--- src/rtl/apb_pkg.sv ---
// Shared types and helpers for the multi-slave APB master: FSM state encoding,
// select-width and watchdog-counter sizing functions, default watchdog limit.
package apb_pkg;

    typedef enum logic [1:0] {
        IDLE,
        SETUP,
        ACCESS,
        DERR
    } apb_state_t;

    localparam int TIMEOUT_CYCLES_DEFAULT = 255;

    // Slave-select width; a single slave still needs one bit so that index 1 decodes as an error.
    function automatic int clog2_min1(input int n);
        return (n <= 1) ? 1 : $clog2(n);
    endfunction

    function automatic int cnt_width(input int limit);
        int w;
        w = clog2_min1(limit + 1);
        if (w < 8) begin
            w = 8;
        end else if (w > 16) begin
            w = 16;
        end
        return w;
    endfunction

endpackage

--- src/rtl/apb_multi_slave_master_if.sv ---
// Host request port plus APB bus bundle; the master modport is the bus-engine view,
// the slave modport is the view of whatever sits on the far side (host and peripherals).
interface apb_multi_slave_master_if #(
    parameter int ADDR_width = 8,
    parameter int DATA_width = 32,
    parameter int NUM_SLV    = 4
);
    localparam int STRB_W = DATA_width / 8;

    // host side
    logic                          start_transfer;
    logic                          rw;
    logic [ADDR_width-1:0]         addr;
    logic [DATA_width-1:0]         wdata;
    logic [STRB_W-1:0]             wstrb;
    logic [DATA_width-1:0]         rdata;
    logic                          valid;
    logic                          error;
    logic                          timeout;
    logic                          busy;

    // APB side
    logic [NUM_SLV-1:0]            P_sel;
    logic                          P_enable;
    logic                          P_write;
    logic [ADDR_width-1:0]         P_addr;
    logic [DATA_width-1:0]         P_wdata;
    logic [STRB_W-1:0]             P_strb;
    logic [NUM_SLV*DATA_width-1:0] P_rdata;
    logic [NUM_SLV-1:0]            P_ready;
    logic [NUM_SLV-1:0]            P_slverr;

    modport master (
        input  start_transfer, rw, addr, wdata, wstrb,
        input  P_rdata, P_ready, P_slverr,
        output rdata, valid, error, timeout, busy,
        output P_sel, P_enable, P_write, P_addr, P_wdata, P_strb
    );

    modport slave (
        output start_transfer, rw, addr, wdata, wstrb,
        output P_rdata, P_ready, P_slverr,
        input  rdata, valid, error, timeout, busy,
        input  P_sel, P_enable, P_write, P_addr, P_wdata, P_strb
    );

endinterface

--- src/rtl/apb_addr_decoder.sv ---
// Combinational slave decoder: the top SEL_W address bits pick one PSEL line;
// an index at or beyond NUM_SLV yields no select and raises decode_err_o.
module apb_addr_decoder
    import apb_pkg::*;
#(
    parameter int ADDR_width = 8,
    parameter int NUM_SLV    = 4,
    parameter int SEL_W      = clog2_min1(NUM_SLV)
) (
    input  logic [ADDR_width-1:0] addr_i,
    output logic [NUM_SLV-1:0]    sel_o,
    output logic [SEL_W-1:0]      idx_o,
    output logic                  decode_err_o
);

    // Only the top bits select; the reduction keeps the low bits visibly consumed.
    logic unused_addr;
    assign unused_addr = ^{1'b0, addr_i};

    assign idx_o = addr_i[ADDR_width-1 -: SEL_W];

    always_comb begin
        // NOTE: every output gets a default before the loop, so no path leaves one unassigned and no latch is inferred.
        sel_o        = '0;
        decode_err_o = 1'b1;
        for (int i = 0; i < NUM_SLV; i++) begin
            if (idx_o == SEL_W'(i)) begin
                sel_o[i]     = 1'b1;
                decode_err_o = 1'b0;
            end
        end
    end

endmodule

--- src/rtl/apb_multi_slave_master.sv ---
// APB master serving a host request port and NUM_SLV slaves (IDLE/SETUP/ACCESS/DERR).
// Define APB_TIMEOUT_EN to build the ACCESS-phase watchdog; otherwise timeout is tied low.
module apb_multi_slave_master
    import apb_pkg::*;
#(
    parameter int ADDR_width     = 8,
    parameter int DATA_width     = 32,
    parameter int NUM_SLV        = 4,
    parameter int TIMEOUT_CYCLES = TIMEOUT_CYCLES_DEFAULT
) (
    input logic                        P_clk,
    input logic                        P_reset_n,
    apb_multi_slave_master_if.master   bus
);

    localparam int SEL_W  = clog2_min1(NUM_SLV);
    localparam int STRB_W = DATA_width / 8;

    apb_state_t            state_q, state_d;
    logic                  rw_q, rw_d;
    logic [ADDR_width-1:0] addr_q, addr_d;
    logic [DATA_width-1:0] wdata_q, wdata_d;
    logic [STRB_W-1:0]     wstrb_q, wstrb_d;
    logic [NUM_SLV-1:0]    sel_q, sel_d;
    logic [SEL_W-1:0]      idx_q, idx_d;
    logic [DATA_width-1:0] rdata_q, rdata_d;
    logic                  valid_q, valid_d;
    logic                  error_q, error_d;

    logic                  accept;
    logic [NUM_SLV-1:0]    dec_sel;
    logic [SEL_W-1:0]      dec_idx;
    logic                  dec_err;
    logic                  slv_ready;
    logic                  slv_err;
    logic [DATA_width-1:0] slv_rdata;

    // A request is only looked at in IDLE, which includes the valid cycle (back-to-back).
    assign accept = (state_q == IDLE) && bus.start_transfer;
    assign addr_d = accept ? bus.addr : addr_q;

    apb_addr_decoder #(
        .ADDR_width (ADDR_width),
        .NUM_SLV    (NUM_SLV),
        .SEL_W      (SEL_W)
    ) u_dec (
        .addr_i       (addr_d),
        .sel_o        (dec_sel),
        .idx_o        (dec_idx),
        .decode_err_o (dec_err)
    );

    always_comb begin
        slv_ready = 1'b0;
        slv_err   = 1'b0;
        slv_rdata = '0;
        for (int i = 0; i < NUM_SLV; i++) begin
            if (idx_q == SEL_W'(i)) begin
                slv_ready = bus.P_ready[i];
                slv_err   = bus.P_slverr[i];
                slv_rdata = bus.P_rdata[i*DATA_width +: DATA_width];
            end
        end
    end

`ifdef APB_TIMEOUT_EN
    localparam int CNT_W = cnt_width(TIMEOUT_CYCLES);
    localparam logic [CNT_W-1:0] CNT_LAST = CNT_W'(TIMEOUT_CYCLES - 1);

    logic [CNT_W-1:0] cnt_q, cnt_d;
    logic             timeout_q, timeout_d;

    always_comb begin
        cnt_d = cnt_q;
        if (state_q == SETUP) begin
            cnt_d = '0;
        end else if (state_q == ACCESS) begin
            cnt_d = cnt_q + 1'b1;
        end
    end
`else
    localparam int unused_timeout_cycles = TIMEOUT_CYCLES;
`endif

    always_comb begin
        state_d = state_q;
        rw_d    = accept ? bus.rw    : rw_q;
        wdata_d = accept ? bus.wdata : wdata_q;
        wstrb_d = accept ? bus.wstrb : wstrb_q;
        sel_d   = accept ? dec_sel   : sel_q;
        idx_d   = accept ? dec_idx   : idx_q;
        rdata_d = rdata_q;
        valid_d = 1'b0;
        error_d = 1'b0;
`ifdef APB_TIMEOUT_EN
        timeout_d = 1'b0;
`endif

        unique case (state_q)
            IDLE: begin
                if (accept) begin
                    state_d = dec_err ? DERR : SETUP;
                end
            end
            SETUP: begin
                state_d = ACCESS;
            end
            ACCESS: begin
                if (slv_ready) begin
                    state_d = IDLE;
                    valid_d = 1'b1;
                    error_d = slv_err;
                    if (!rw_q) begin
                        rdata_d = slv_rdata;
                    end
                end
`ifdef APB_TIMEOUT_EN
                // A ready on the limit cycle takes the branch above and completes normally.
                else if (cnt_q == CNT_LAST) begin
                    state_d   = IDLE;
                    valid_d   = 1'b1;
                    error_d   = 1'b1;
                    timeout_d = 1'b1;
                end
`endif
            end
            DERR: begin
                state_d = IDLE;
                valid_d = 1'b1;
                error_d = 1'b1;
            end
            default: begin
                state_d = IDLE;
            end
        endcase
    end

    always_ff @(posedge P_clk) begin
        // NOTE: state updates use non-blocking assignments so every register samples the pre-edge values.
        if (!P_reset_n) begin
            // NOTE: the captured request and rdata are reset too, since they drive outputs that must read 0 after reset.
            state_q <= IDLE;
            rw_q    <= 1'b0;
            addr_q  <= '0;
            wdata_q <= '0;
            wstrb_q <= '0;
            sel_q   <= '0;
            idx_q   <= '0;
            rdata_q <= '0;
            valid_q <= 1'b0;
            error_q <= 1'b0;
        end else begin
            state_q <= state_d;
            rw_q    <= rw_d;
            addr_q  <= addr_d;
            wdata_q <= wdata_d;
            wstrb_q <= wstrb_d;
            sel_q   <= sel_d;
            idx_q   <= idx_d;
            rdata_q <= rdata_d;
            valid_q <= valid_d;
            error_q <= error_d;
        end
    end

`ifdef APB_TIMEOUT_EN
    always_ff @(posedge P_clk) begin
        if (!P_reset_n) begin
            cnt_q     <= '0;
            timeout_q <= 1'b0;
        end else begin
            cnt_q     <= cnt_d;
            timeout_q <= timeout_d;
        end
    end

    assign bus.timeout = timeout_q;
`else
    assign bus.timeout = 1'b0;
`endif

    assign bus.busy     = (state_q != IDLE);
    assign bus.P_sel    = (state_q == SETUP || state_q == ACCESS) ? sel_q : '0;
    assign bus.P_enable = (state_q == ACCESS);
    assign bus.P_write  = rw_q;
    assign bus.P_addr   = addr_q;
    assign bus.P_wdata  = wdata_q;
    assign bus.P_strb   = rw_q ? wstrb_q : '0;
    assign bus.rdata    = rdata_q;
    assign bus.valid    = valid_q;
    assign bus.error    = error_q;

endmodule

--- src/flat_wrapper.sv ---
// flat-port wrapper written by rule: the top's interface ports become plain ports
module apb_multi_slave_master_flat import apb_pkg::*;
#(
    parameter int ADDR_width     = 8,
    parameter int DATA_width     = 32,
    parameter int NUM_SLV        = 4,
    parameter int TIMEOUT_CYCLES = TIMEOUT_CYCLES_DEFAULT
)
  (P_clk, P_reset_n, bus_start_transfer, bus_rw, bus_addr, bus_wdata, bus_wstrb, bus_P_rdata, bus_P_ready, bus_P_slverr, bus_rdata, bus_valid, bus_error, bus_timeout, bus_busy, bus_P_sel, bus_P_enable, bus_P_write, bus_P_addr, bus_P_wdata, bus_P_strb);
  apb_multi_slave_master_if #(.ADDR_width(ADDR_width), .DATA_width(DATA_width), .NUM_SLV(NUM_SLV)) bus_i ();
  input logic P_clk;
  input logic P_reset_n;
  input wire logic [$bits(bus_i.start_transfer)-1:0] bus_start_transfer;
  input wire logic [$bits(bus_i.rw)-1:0] bus_rw;
  input wire logic [$bits(bus_i.addr)-1:0] bus_addr;
  input wire logic [$bits(bus_i.wdata)-1:0] bus_wdata;
  input wire logic [$bits(bus_i.wstrb)-1:0] bus_wstrb;
  input wire logic [$bits(bus_i.P_rdata)-1:0] bus_P_rdata;
  input wire logic [$bits(bus_i.P_ready)-1:0] bus_P_ready;
  input wire logic [$bits(bus_i.P_slverr)-1:0] bus_P_slverr;
  output wire logic [$bits(bus_i.rdata)-1:0] bus_rdata;
  output wire logic [$bits(bus_i.valid)-1:0] bus_valid;
  output wire logic [$bits(bus_i.error)-1:0] bus_error;
  output wire logic [$bits(bus_i.timeout)-1:0] bus_timeout;
  output wire logic [$bits(bus_i.busy)-1:0] bus_busy;
  output wire logic [$bits(bus_i.P_sel)-1:0] bus_P_sel;
  output wire logic [$bits(bus_i.P_enable)-1:0] bus_P_enable;
  output wire logic [$bits(bus_i.P_write)-1:0] bus_P_write;
  output wire logic [$bits(bus_i.P_addr)-1:0] bus_P_addr;
  output wire logic [$bits(bus_i.P_wdata)-1:0] bus_P_wdata;
  output wire logic [$bits(bus_i.P_strb)-1:0] bus_P_strb;
  assign bus_i.start_transfer = bus_start_transfer;
  assign bus_i.rw = bus_rw;
  assign bus_i.addr = bus_addr;
  assign bus_i.wdata = bus_wdata;
  assign bus_i.wstrb = bus_wstrb;
  assign bus_i.P_rdata = bus_P_rdata;
  assign bus_i.P_ready = bus_P_ready;
  assign bus_i.P_slverr = bus_P_slverr;
  assign bus_rdata = bus_i.rdata;
  assign bus_valid = bus_i.valid;
  assign bus_error = bus_i.error;
  assign bus_timeout = bus_i.timeout;
  assign bus_busy = bus_i.busy;
  assign bus_P_sel = bus_i.P_sel;
  assign bus_P_enable = bus_i.P_enable;
  assign bus_P_write = bus_i.P_write;
  assign bus_P_addr = bus_i.P_addr;
  assign bus_P_wdata = bus_i.P_wdata;
  assign bus_P_strb = bus_i.P_strb;
  apb_multi_slave_master #(.ADDR_width(ADDR_width), .DATA_width(DATA_width), .NUM_SLV(NUM_SLV), .TIMEOUT_CYCLES(TIMEOUT_CYCLES)) u_core (.P_clk(P_clk), .P_reset_n(P_reset_n), .bus(bus_i));
endmodule
--- config.mk ---
export PLATFORM = sky130hd
export DESIGN_NAME = apb_multi_slave_master_flat
export DESIGN_NICKNAME = d
export VERILOG_FILES = /design/src/rtl/apb_pkg.sv /design/src/rtl/apb_multi_slave_master_if.sv /design/src/rtl/apb_addr_decoder.sv /design/src/rtl/apb_multi_slave_master.sv /design/src/flat_wrapper.sv
export SDC_FILE = /design/constraint.sdc
export NUM_CORES = 1
export LEC_CHECK = 0
export ABC_AREA = 1
export BUFFER_PORTS_ARGS = -buffer_cell sky130_fd_sc_hd__buf_2
export CAP_MARGIN = 30
export CORE_AREA = 2 2 103 105
export CTS_CLUSTER_DIAMETER = 120
export DETAILED_ROUTE_END_ITERATION = 12
export DIE_AREA = 0 0 105 107
export MAX_ROUTING_LAYER = met4
export PLACE_DENSITY = 0.85
export RECOVER_POWER = 25
export SLEW_MARGIN = 20
export SYNTH_ARGS = -nofsm -noshare
export SYNTH_HDL_FRONTEND = slang
export SYNTH_HIERARCHICAL = 1
export SYNTH_SLANG_ARGS = --single-unit
--- constraint.sdc ---
create_clock -name P_clk -period 5.15 [get_ports P_clk]
set_input_delay 0.515 -clock P_clk [delete_from_list [all_inputs] [get_ports P_clk]]
set_output_delay 0.515 -clock P_clk [all_outputs]
set_load 0.03 [all_outputs]
==> flow_summary.toml, run 1 <==
[sta]
slew_viol_final = 0
min_period_ns = 2.71
hold_viol_final = 0
max_freq_ghz = 0.369
rsz0062_at_grt = "no"
setup_tns_ns = 0
final.period_utilization = 0.527
fin_skew_ns = 0.00920
max-slew-margin-rel = 0.408
setup_violations = 0
tightest_slew_ns = 0.887
whs_ns = 0.411

[logic_synthesis]
synth_cells = 684
syn-num-nets = 873
synth_area_per_cell_um2 = 6.44
synth_area_um2 = 4400
ys_warn_count = 6

[die]
coreArea_um2 = 10100
initial_core_util = 0.436
die_width_um = 105
rows = 37
die_h_um = 107
fp.dieArea_um2 = 11200
io_pins = 270

[placed_design]
numPortBuffers = 268
dp_hpwl_um = 11000
globalplace.congestion = 0.954

[status]
status = "finished clean"

[clock_tree]
ctsLongestPathBuffers = 2
worstSkewPairLatency_ns = 0.35
ctsResizeCount = 0
path_clk_slew_ns = 0.08
cts_setup_buffers = 0
cts_root_buf = "clkbuf_8"
cts_made_buffers = 9
h-tree-depth = 3
hold_buffers = 0
clock_sinks = 87
cts_tree = "yes"

[cells_and_area]
areaGrowthSynthToFinish_pct = 33.2
utilization = 0.581
drive_gt1_frac = 0.301
nets = 1111

[routing]
drtAntennaViolNets = 0
routed_wl_um = 14500
avgViaCountPerCell = 4.83
vias = 5152
wl_per_cell_um = 13.6
drt_iter0_drc = 291
first_pass_iters = 5
drc = 0

[power_and_ir_drop]
peakVddDrop_uv = 378
leakage_nw = 3.09
sequentialPowerShare = 0.331
p_per_area_nw_per_um2 = 525
internal-power_mw = 1.58
p_comb_frac = 0.519
power.share.clock = 0.150
power_switching_mw = 1.49
switching_share = 0.486

[grt]
grt_use_total = 0.260
grt_pass1_wl_um = 22700
grt_antenna_before_repair = 3
grt_pass1_vias = 4766
grt_overflow_total = 0
grt_max_degree = 80

[job]
max-cap-violations = 0

[critical_path]
endpoint_kind = "register"
startpoint_type = "register"
arrival_ns = 3.00
crit_type = "register to register"
cp_data_required_time_ns = 5.44
cp_max_fo = 34
ff2ff_setup_slack_ns = 2.44

[worst_hold_path]
hold_path_class = "input pin to register"
metrics by stage:
step / instance area [um^2] / std cells / setup slack [ns] / total power [mW]
3_3_place_gp: 5730 / 1047 / 2.63 / 2.63
2_1_floorplan: 4400 / 684 / 3.23 / 2.23
6_report: 5870 / 1066 / 2.44 / 3.08
5_1_grt: 5870 / 1066 / 2.12 / 3.32
3_5_place_dp: 5730 / 1047 / 2.54 / 2.65
4_1_cts: 5910 / 1063 / 2.49 / 3.11
layout make-up:
cell class / instances / area (um^2)
clock buffer: 13 / 139
antenna: 3 / 7.51
timing repair buffer: 272 / 1320
sequential: 87 / 1740
multi-input combinational: 509 / 2280
inverter: 43 / 163
clock inverter: 3 / 43.8
fill: 1021 / 4230
tap: 136 / 170
cell usage in the layout (no fill, tap or decap), types with 9 or more instances in the layout:
cell type / n
nand3_1: 44
nand4_1: 16
dfxtp_1: 87
inv_1: 40
clkbuf_8: 9
a21oi_1: 21
buf_2: 225
clkbuf_1: 47
or2_2: 26
nor2_1: 144
nand2_1: 173
o21ai_0: 68
metal layers:
metal	wire, um	GRT usage
met1	5780	0.294
met2	7000	0.443
met3	1330	0.0644
met4	396	0.102
met5	0	-
worst paths after layout:
| path | start | end | cells after the start |
|---|---|---|---|
| hold reg to reg | u_core/bus.P_wdata[5] | u_core/bus.P_wdata[5] | 2 |
| setup / recovery | u_core/idx_q[1] | u_core/bus.rdata[7] | 8 |
| setup reg to reg | u_core/idx_q[1] | u_core/bus.rdata[7] | 8 |
| hold / removal | bus_wdata[10] | u_core/bus.P_wdata[10] | 3 |
power by group through the flow:
stage	Sequential, mW	Combinational [mW]	Clock, mW
global route	1.04	1.78	0.495
CTS	1.02	1.62	0.474
detailed placement	1.03	1.62	0
floorplan	1.32	0.914	0
global placement	1.02	1.60	0
finish	1.02	1.60	0.460
critical path: stages, from the launching register on:
cell      delay [ns]
dfxtp_1         0.91
nand2_2         0.38
clkinv_2        0.33
nand2_2         0.12
nand2_4         0.31
nand2_4         0.27
nand2_1         0.14
nand2_1         0.06
nor2_1          0.12
state kept, by name, indices dropped and copies added (netlist names):
| register | flops |
|---|---|
| u_core/sel_q | 4 |
| u_core/bus.P_addr | 8 |
| u_core/state_q | 2 |
| u_core/bus.P_write | 1 |
| u_core/bus.P_wdata | 32 |
| u_core/idx_q | 2 |
| u_core/bus.rdata | 32 |
| u_core/bus.valid | 1 |
| u_core/bus.error | 1 |
| u_core/wstrb_q | 4 |
Note: power is estimated with default switching activity, not from simulation.
==> run 2, diff against run 1 <==
- ABC_AREA: 1 -> 0
- CORE_AREA: 2 2 103 105 -> not set
- CORE_UTILIZATION: not set -> 39
- DIE_AREA: 0 0 105 107 -> not set
- PLACE_DENSITY: 0.85 -> 0.81
- clock period: 5.15 -> 2.35 ns (I/O delays scaled with it)
==> run 2 against run 1 <==
Against the previous run: sequential power is 83% higher; power is 65% higher; sequential share of layout area is 0.31 points lower; critical path depth is 1 lower; via count is 22% lower; clock power is 130% higher; first-iteration DRC count is 41% lower; global-route usage is 4.3 points lower; cell area is 1.2% higher; synthesized cell count is 38% lower; fmax is 25% higher; non-clock buffer count is 7 higher; critical path type unchanged; largest power group unchanged.
==> flow_summary.toml, run 2 <==
[sta]
max-slew-margin-rel = 0.666
final.period_utilization = 0.927
whs_ns = 0.115
hold_viol_final = 0
max_freq_ghz = 0.459
tightest_slew_ns = 0.487
setup_violations = 0
min_period_ns = 2.18
rsz0062_at_grt = "no"
setup_tns_ns = 0
fin_skew_ns = 0.00927
slew_viol_final = 0

[critical_path]
cp_max_fo = 32
max_stage_delay_ns = 0.49
path_cells = "inv_1 -> ha_1 -> or3b_2 -> o32ai_4 -> buf_12 -> mux2i_1 -> nor2b_1"
arrival_ns = 2.42
cp_data_required_time_ns = 2.60
cp_slowest_cell = "or3b_2"
crit_type = "register to register"
startpoint_type = "register"
endpoint_kind = "register"

[clock_tree]
cts_made_buffers = 9
hold_buffers = 0
cts_root_buf = "clkbuf_8"
ctsResizeCount = 0
h-tree-depth = 3
cts_setup_buffers = 0
path_clk_slew_ns = 0.09
cts_tree = "yes"
worstSkewPairLatency_ns = 0.36
ctsLongestPathBuffers = 2
clock_sinks = 87

[power_and_ir_drop]
p_per_area_nw_per_um2 = 854
leakage_nw = 2.58
peakVddDrop_uv = 418
p_total_mw = 5.07

[cells_and_area]
drive_gt1_frac = 0.431
finalInstanceArea_um2 = 5940
stdcell_count = 827
nets = 869
final-seq-area_um2 = 1740
layout_common_cells = "buf_2 (225), nand2_1 (113), dfxtp_1 (85)"
fillers = 979
final_common_cell = "buf_2"
areaGrowthSynthToFinish_pct = 37.2
multi_input_area_um2 = 2380

[routing]
top_layer = "met4"
first_pass_iters = 5
drtAntennaViolNets = 0
wl_per_cell_um = 15.0
wl_met2_um = 6520
drt_iter0_drc = 172
wl_met3_um = 907
vias = 4044
wl_met1_um = 4480
routed_wl_um = 12400
drc = 0
avgViaCountPerCell = 4.89

[die]
coreArea_um2 = 10800
fp.dieArea_um2 = 11500
initial_core_util = 0.399
io_pins = 270
die_h_um = 107
rows = 38
die_width_um = 107

[logic_synthesis]
synthTopCellsByArea = "dfxtp_1 (40%), mux4_2 (16%), nand2_1 (9.9%)"
synth_ff_type = "dfxtp_1"
yosysMostFrequentCell = "nand2_1"
synth_area_per_cell_um2 = 10.2
synth_area_um2 = 4330
synth-seq-cells = 87
synth_common_cells = "nand2_1 (114), dfxtp_1 (87), a21boi_0 (44)"
yosysSeqAreaShare = 0.403
synth_top_area_share = 0.403
synth_top_area_cell = "dfxtp_1"
synthArstFlopShare = 0
yosysUniqueCellTypes = 28
ys_warn_count = 6
synth_edf_count = 0
syn-num-nets = 614
synth_cells = 425

[grt]
grt_max_degree = 70
grt_overflow_total = 0
grt_pass1_vias = 4002
grt_antenna_before_repair = 2
grt_use_total = 0.216
grt_pass1_wl_um = 18800

[placed_design]
dp_hpwl_um = 9630
globalplace.congestion = 0.799
placed_area_um2 = 5780
placedCellCount = 809
numPortBuffers = 268

[status]
status = "finished clean"

[worst_hold_path]
hold_path_class = "input pin to register"

[job]
max-cap-violations = 0
run 2: cell types whose count changed in the layout (fill, tap and decap cells not counted), moves of 31 or more:
| cell | delta |
|---|---|
| mux4_2 | +31 |
| inv_1 | -35 |
| mux2i_1 | +34 |
| a21boi_0 | +44 |
| nand3_1 | -43 |
| nand2_1 | -60 |
| o21ai_0 | -67 |
| nor2b_1 | +35 |
| nor2_1 | -143 |
run 2: cells by family (layout without fill, tap and decap cells):
group,count (synthesis),in the layout,synth area share
compound gates,50,50,0.0923
mux,68,68,0.255
other cells,2,4,0.00174
simple gates,173,173,0.186
fa+ha+maj,5,5,0.0145
flops,87,87,0.403
buf+inv,40,300,0.0480
run 2: power breakdown:
group	internal, mW	leakage [nW]	switching, mW
registers	1.73	0.711	0.144
logic	0.820	1.77	1.32
clock network	0.504	0.100	0.560
total	3.05	2.58	2.02
run 2: path summary, 6_finish.rpt:
check / from / end / slack (ns) / cells after the start
setup / recovery: u_core/state_q[0] / u_core/bus.rdata[4] / 0.17 / 7
hold / removal: bus_wdata[13] / u_core/bus.P_wdata[13] / 0.11 / 3
setup reg to reg: u_core/state_q[0] / u_core/bus.rdata[4] / 0.17 / 7
hold reg to reg: u_core/bus.P_wdata[26] / u_core/bus.P_wdata[26] / 0.47 / 2
run 2: per-stage QoR:
stage | utilization | worst slack, ns
6_report | 0.548 | 0.172
5_1_grt | 0.548 | 0.119
4_1_cts | 0.552 | 0.214
3_5_place_dp | 0.533 | 0.240
3_3_place_gp | 0.533 | 0.428
2_1_floorplan | - | 0.247
run 2: worst max-delay path: cells and delay by family (launching register included):
kind,cells,cell delay (ns)
adders and majority gates,1,0.25
AOI/OAI and AO/OA,1,0.16
and+or+nand+nor,2,0.57
DFF,1,0.36
buffers and inverters,2,0.39
muxes,1,0.30
run 2: per-layer routing:
metal / track usage / vias up
met2: 0.386 / 186
li1: - / 1949
met1: 0.213 / 1868
met5: - / -
met3: 0.0533 / 41
met4: 0.130 / 0
run 2: cell type report:
type                            instances  share of cell area
Antenna cell                            2            0.000843
Clock buffer                            9              0.0209
Clock inverter                          7              0.0137
Inverter                                5             0.00316
Multi-Input combinational cell        298               0.401
Sequential cell                        87               0.294
Tap cell                              140              0.0295
Timing Repair Buffer                  279               0.237
==> run 3, diff against run 2 <==
- BUFFER_PORTS_ARGS: -buffer_cell sky130_fd_sc_hd__buf_2 -> -buffer_cell sky130_fd_sc_hd__buf_4
- PLACE_DENSITY: 0.81 -> 0.87
==> run 3 against run 2 <==
Against the previous run: sequential cell count stayed put; global-route usage is 1.9 points higher; clock power is 17% higher; power is 6.7% higher; largest cell class unchanged; combinational power is 7% higher; critical path type unchanged; worst setup slack better by 0.11 ns; cell count is 0.12% lower; sequential power hardly changed; clock-buffer cell count is 4 higher; critical endpoint is now u_core/bus.rdata[1].
==> flow_summary.toml, run 3 (synthesized netlist as in run 2, its figures left out) <==
[routing]
vias = 4103
avgViaCountPerCell = 4.97
wl_per_cell_um = 16.1
drc = 0
drt_iter0_drc = 184
first_pass_iters = 4
routed_wl_um = 13300
drtAntennaViolNets = 0

[critical_path]
r2r_start = "u_core/state_q[0]"
endpoint_kind = "register"
arrival_ns = 2.31
cp_data_required_time_ns = 2.60
ff2ff_setup_slack_ns = 0.28
reg2reg_to = "u_core/bus.rdata[1]"
crit_type = "register to register"
reg2regPathDepth = 7
crit_end = "u_core/bus.rdata[1]"
cp_max_fo = 32
startpoint_type = "register"
crit_path_start = "u_core/state_q[0]"

[placed_design]
numPortBuffers = 268
placedCellCount = 810
dp_hpwl_um = 10400
globalplace.congestion = 0.856
placed_area_um2 = 6430
post-place-ws_ns = 0.300

[job]
max-cap-violations = 0

[cells_and_area]
drive_gt1_frac = 0.426
final_common_cell = "buf_4"
nets = 870
antenna_cells = 0
layout_common_cells = "buf_4 (236), nand2_1 (113), dfxtp_1 (86)"
finalInstanceArea_um2 = 6510
stdcell_count = 826
areaGrowthSynthToFinish_pct = 50.5

[clock_tree]
path_clk_slew_ns = 0.08
ctsResizeCount = 0
cts_root_buf = "clkbuf_8"
h-tree-depth = 3
worstSkewPairLatency_ns = 0.35
hold_buffers = 0
ctsLongestPathBuffers = 2
clock_sinks = 87
cts_tree = "yes"
cts_setup_buffers = 0
cts_made_buffers = 9

[grt]
grt_use_total = 0.236
met2_usage = 0.426
use_met3 = 0.0448
grtUsageMet1 = 0.241
grt_pass1_wl_um = 20100
grt_antenna_before_repair = 0
grt_max_degree = 89
grt_overflow_total = 0
grt-busiest-layer = "met2"
grt_pass1_vias = 4233

[sta]
setup_ws_ns = 0.283
fin_skew_ns = 0.00716
max_freq_ghz = 0.484
tightest_slew_ns = 0.647
setup_violations = 0
hold_viol_final = 0
min_period_ns = 2.07
max-slew-margin-rel = 0.556
final.period_utilization = 0.879
slew_viol_final = 0
rsz0062_at_grt = "no"
setup_tns_ns = 0

[die]
fp.dieArea_um2 = 11500
die_width_um = 107
die_h_um = 107
coreArea_um2 = 10800
initial_core_util = 0.399
io_pins = 270
rows = 38

[power_and_ir_drop]
peakVddDrop_uv = 421
p_per_area_nw_per_um2 = 831
leakage_nw = 2.76

[worst_hold_path]
whs_path_depth = 3
hold_path_class = "input pin to register"

[status]
status = "finished clean"
==> run 3: cell count changes in the layout (fill, tap and decap cells not counted), sizes merged <==
cell	delta
buf	+1
bufinv	+2
clkbuf	+4
clkinv	-3
clkinvlp	-1
diode	-2
inv	-2
==> run 3: layout make-up <==
cell class                 instances  area, um^2
clock buffer                      13         149
multi-input combinational        298        2380
clock inverter                     3        90.1
inverter                           5        18.8
fill                             973        4330
sequential                        87        1740
timing repair buffer             280        1950
tap                              140         175
==> run 3: where the power goes <==
part,internal [mW],switching [mW],total [mW],leakage [nW]
logic,0.961,1.34,2.30,1.93
clock network,0.738,0.506,1.24,0.118
registers,1.73,0.140,1.87,0.710
total,3.42,1.98,5.41,2.76
==> run 3: critical path: stages (launching register included) <==
cell and delay [ns]:
dfxtp_1 0.35, inv_1 0.11, ha_1 0.23, or3b_2 0.49, o32ai_4 0.16, buf_12 0.28, mux2i_1 0.25, nor2b_1 0.07
==> run 3: how the worst min path moves through the flow <==
stage | slack [ns] | start | end
floorplan | 0.38 | bus_wdata[0] | u_core/bus.P_wdata[0]
CTS | 0.11 | bus_wdata[18] | u_core/bus.P_wdata[18]
detailed placement | 0.46 | u_core/wstrb_q[3] | u_core/wstrb_q[3]
finish | 0.14 | bus_wdata[18] | u_core/bus.P_wdata[18]
global route | 0.13 | bus_wdata[18] | u_core/bus.P_wdata[18]
global placement | 0.45 | u_core/sel_q[3] | u_core/sel_q[3]
==> run 3: metal layers <==
metal | share of wire | vias up
met2 | 0.52 | 198
met3 | 0.080 | 44
li1 | - | 1952
met1 | 0.36 | 1909
met4 | 0.041 | 0
met5 | 0 | -
==> run 3: per-stage QoR <==
step	total power, mW	hold slack (ns)	util
after global routing	5.71	0.127	0.600
after global placement	4.22	0.447	0.593
final	5.41	0.139	0.600
after CTS	5.56	0.113	0.615
after detailed placement	4.31	0.456	0.593
after floorplan	3.43	0.380	-
